--- src/rtl/sbqm.sv ---
// Bank-queue manager: saturating occupancy counter driven by entry/exit sensors,
// with full/empty flags and a wait-time estimate for the lobby display.
module sbqm #(
   parameter int N  = 3,
   parameter int TS = 3,
   parameter int WW = 5
) (
   input  logic          clk,
   input  logic          rst,
   input  logic          sensor_a,
   input  logic          sensor_b,
   input  logic [1:0]    Tcount,
   output logic [N-1:0]  Pcount,
   output logic          full,
   output logic          empty,
   output logic [WW-1:0] Wtime
);

   localparam int WMAX = (2**WW) - 1;

   logic [1:0] tellers;
   int         num;
   int         quot;

   assign full  = (Pcount == '1);
   assign empty = (Pcount == '0);

   always_ff @(posedge clk or negedge rst) begin
      if (!rst) begin
         Pcount <= '0;
      end else if (sensor_a && !sensor_b && !full) begin
         Pcount <= Pcount + N'(1);
      end else if (!sensor_a && sensor_b && !empty) begin
         Pcount <= Pcount - N'(1);
      end
   end

   // Ceiling-style estimate: TS*(P+T-1)/T, divisors are fixed constants per branch
   always_comb begin
      tellers = (Tcount == 2'd0) ? 2'd1 : Tcount;
      num     = TS * (32'(Pcount) + 32'(tellers) - 1);
      quot    = 0;
      Wtime   = '0;
      case (tellers)
         2'd1:    quot = num;
         2'd2:    quot = num / 2;
         default: quot = num / 3;
      endcase
      if (Pcount == '0)
         Wtime = '0;
      else if (quot > WMAX)
         Wtime = WW'(WMAX);
      else
         Wtime = quot[WW-1:0];
   end

endmodule

--- config.mk ---
export PLATFORM = sky130hd
export DESIGN_NAME = sbqm
export DESIGN_NICKNAME = d
export VERILOG_FILES = /design/src/rtl/sbqm.sv
export SDC_FILE = /design/constraint.sdc
export NUM_CORES = 1
export LEC_CHECK = 0
export BUFFER_PORTS_ARGS = -buffer_cell sky130_fd_sc_hd__buf_2
export CORE_MARGIN = 2
export CORE_UTILIZATION = 56
export DETAILED_ROUTE_END_ITERATION = 8
export PLACE_DENSITY = 0.78
export SLEW_MARGIN = 10
export SYNTH_ARGS = -nofsm -noshare
export SYNTH_HDL_FRONTEND = slang
export SYNTH_SLANG_ARGS = --single-unit
export TNS_END_PERCENT = 30
--- constraint.sdc ---
create_clock -name clk -period 9.1 [get_ports clk]
set_input_delay 1.365 -clock clk [delete_from_list [all_inputs] [get_ports clk]]
set_output_delay 1.365 -clock clk [all_outputs]
set_load 0.01 [all_outputs]
==> impl_summary.log <==
[metrics] Clock Pin Slew Worst Setup and Hold Paths: 0.03 ns
[metrics] worst-case setup margin in the final layout: 0.177 ns
[metrics] Hold WC Path Type: flip-flop to flip-flop
[metrics] H-tree level count: 1
[metrics] final worst-path cycle share: 0.981
[metrics] total number of yosys warnings: 0
[metrics] distinct cell type count of the synthesized netlist: 72
[metrics] slew at the pin with the worst max-slew slack: 0.740 ns
[metrics] root buffer selected by CTS: clkbuf_8
[metrics] via count: 2402
[metrics] floorplan die width: 64.9 um
[metrics] Top Ports: 16
[metrics] wire length of the first global-routing pass: 9430 um
[metrics] # diodes: 0
[metrics] number of input and output port buffers inserted: 15
[metrics] depth of the worst register-to-register path: 7
[metrics] routed len/inst: 16.6 um
[metrics] vias in the first global route: 2160
[metrics] max-slew violation count: 0
[metrics] sum of buffers and inverters on the critical path: 8
[metrics] cell with the largest stage delay on the worst path: or4b_4
[metrics] netlist area before placement: 0.00207 mm2
[metrics] clock sinks: 3
[metrics] post-synthesis net count: 323
[metrics] post-detailed-route count of antenna-violating nets: 0
[metrics] number of clock buffers inserted by TritonCTS: 3
[metrics] most used flip-flop cell after synthesis: dfrtp_1
[metrics] cell type with the highest aggregate area in the netlist: ha_1
[metrics] largest register by flop count: Pcount
[metrics] hold endpoint: Pcount[2]
[metrics] via density per instance: 6.44
[metrics] Critical Path AT: 7.56 ns
[metrics] outcome: finished, final reports clean
[metrics] overflow left after global routing: 0
[metrics] largest registers: Pcount: 3 flops
[metrics] Relative slew margins: 0.494
[metrics] fillcell total: 279
[metrics] mean area per synthesized cell: 7.20 um2
[metrics] startpoint of the lowest-slack register-to-register path: Pcount[2]
[metrics] layout cell share with drive strength beyond 1: 0.326
[metrics] # setup viols final: 0
[metrics] Synth Register Bits: 3
[metrics] initial antenna violation count: 0
[metrics] Tot GR Track Use: 0.273
[metrics] fraction of registers with async set/reset: 1.00
[metrics] critical path peak fanout: 5
[metrics] Register-to-Register Setup Slack: 6.79 ns
[metrics] final total negative setup slack: 0 ns
[metrics] final wirelength: 6190 um
[metrics] multi-input logic area: 0.00202 mm2
[metrics] max FFs per register: 3
[metrics] Starting Density: 0.575
[metrics] endpoint class of the critical path: primary output
[metrics] highest clock frequency the design can meet: 0.112 GHz
[metrics] cell repeated most along the worst path: buf_4
[metrics] number of max-capacitance violations reported: 0
[metrics] Worst Min Path Start: Pcount[2]
[metrics] fraction of post-synthesis cell area in the top cell type by area: 0.151
[metrics] clock tree skew after final layout: 0.00476 ns
[metrics] required time worst endpoint: 7.74 ns
[metrics] final non-filler cell total: 373
[metrics] Final Net Count: 361
[metrics] Worst-Skew Late Latency: 0.22 ns
[metrics] post-route minimum period: 8.92 ns
[metrics] proportion of synthesized chip area in sequential cells: 0.0362
[metrics] number of stages on the worst hold path: 2
[metrics] Core Region: 0.00361 mm2
[metrics] Post-Place Cells: 362
[metrics] clock tree from TritonCTS: yes
[metrics] most common cell after layout, fill and taps aside: buf_4
[metrics] number of enable-type register cells in the synthesized netlist: 0
[metrics] Setup WS pre-CTS: -0.121 ns
[metrics] category of the worst setup path launch point: primary input
[metrics] DRC violations left: 0
[metrics] 1st-iter DRT viols: 130
[metrics] Storage cell area: 75.1 um2
[metrics] slowest stage delay, CP: 0.55 ns
[metrics] largest net degree at the start of global routing: 13
[metrics] number of hold buffers added after cts: 0
[metrics] cells after synthesis: 288
[metrics] last weighted congestion value of the routability-driven placer: 0.917
[metrics] Setup CP Type: primary input to primary output
[metrics] Die Footprint: 0.00421 mm2
[metrics] total half-perimeter wirelength after legalization and detailed placement: 4460 um
[metrics] biggest area contributors in the synthesized netlist: ha_1, nor2_1, nand2_1
[metrics] clock buffer depth: 2
[metrics] CP top delay family: adder cells
[metrics] terminus of the critical flop-to-flop path: Pcount[1]
[metrics] Hold Fails Final Rpt: 0
[metrics] router iterations before antenna repair: 4
[metrics] Placement Rows: 22
[metrics] worst hold margin: 0.790 ns
[metrics] signed area change from the synthesized netlist to the final layout: 25.9%
[metrics] highest-count cells in the layout ignoring fill and taps: buf_4, nor2_1, nand2_1, ha_1, a21oi_1
[metrics] die height: 64.9 um
worst max-delay path by stage:
stage                         start  endpoint  slack, ns  cells after the start
after detailed placement  Tcount[1]  Wtime[4]      -0.12                     32
after global placement    Tcount[1]  Wtime[4]       0.08                     33
after floorplan           Tcount[1]  Wtime[4]       0.02                     32
after CTS                 Tcount[1]  Wtime[4]      0.001                     32
final                     Tcount[1]  Wtime[3]       0.18                     33
after global routing      Tcount[1]  Wtime[4]      -0.09                     32
layer usage:
metal	track usage	share of wire
met5	0	0
met4	0.130	0.043
met3	0.00694	0.050
met2	0.487	0.49
met1	0.337	0.41
stage by stage:
stage | instance area (um2) | util
floorplan | 2080 | -
finish | 2610 | 0.724
CTS | 2410 | 0.668
detailed placement | 2330 | 0.647
global placement | 2330 | 0.647
global route | 2610 | 0.724
tightest hold or removal path, delay by kind of cell, from the launching register on:
family	cells	cell delay [ns]
compound gates	2	0.23
flops	1	0.51
Yosys cell counts (all sizes together), types with 3 or more instances:
| cell | n |
|---|---|
| xor2 | 3 |
| ha | 25 |
| a211oi | 6 |
| buf | 11 |
| nor2 | 30 |
| nand3b | 5 |
| or2 | 4 |
| a31oi | 3 |
| a21oi | 19 |
| o221a | 3 |
| o21ai | 15 |
| nor3b | 6 |
| nand2 | 26 |
| nand3 | 6 |
| o311ai | 3 |
| a21o | 8 |
| fa | 4 |
| xnor2 | 10 |
| inv | 17 |
| a22oi | 3 |
| a2111oi | 4 |
| a211o | 5 |
| nor4 | 7 |
| o211ai | 5 |
| nor3 | 10 |
| clkbuf | 7 |
| dfrtp | 3 |
kinds of logic (layout without fill, tap and decap cells):
kind of cell,Yosys count,after routing,share of synthesized area
AND/OR/NAND/NOR,110,110,0.281
AO/OA/AOI/OAI,95,95,0.343
buffers and inverters,35,72,0.0796
adder cells (fa/ha/maj),30,30,0.195
XOR/XNOR,13,13,0.0549
flip-flops,3,3,0.0362
multiplexers,2,2,0.0103
area by class of cell:
cell class | count | share of cell area
clock buffer | 4 | 0.0172
tap | 48 | 0.0230
sequential | 3 | 0.0287
timing repair buffer | 51 | 0.133
inverter | 17 | 0.0254
multi-input combinational | 250 | 0.773
what timing repair did:
item                                    4_1_cts  5_1_grt
resized for setup                             7       37
cloned                                        0        0
pin swaps                                     4       23
endpoints found under the hold margin         0        0
buffers inserted                              1        6
endpoints found under the setup margin        3        5
Power is left out: the tool's default activity adds up to more than one toggle a clock period on the data nets, which glitch-free logic cannot reach.
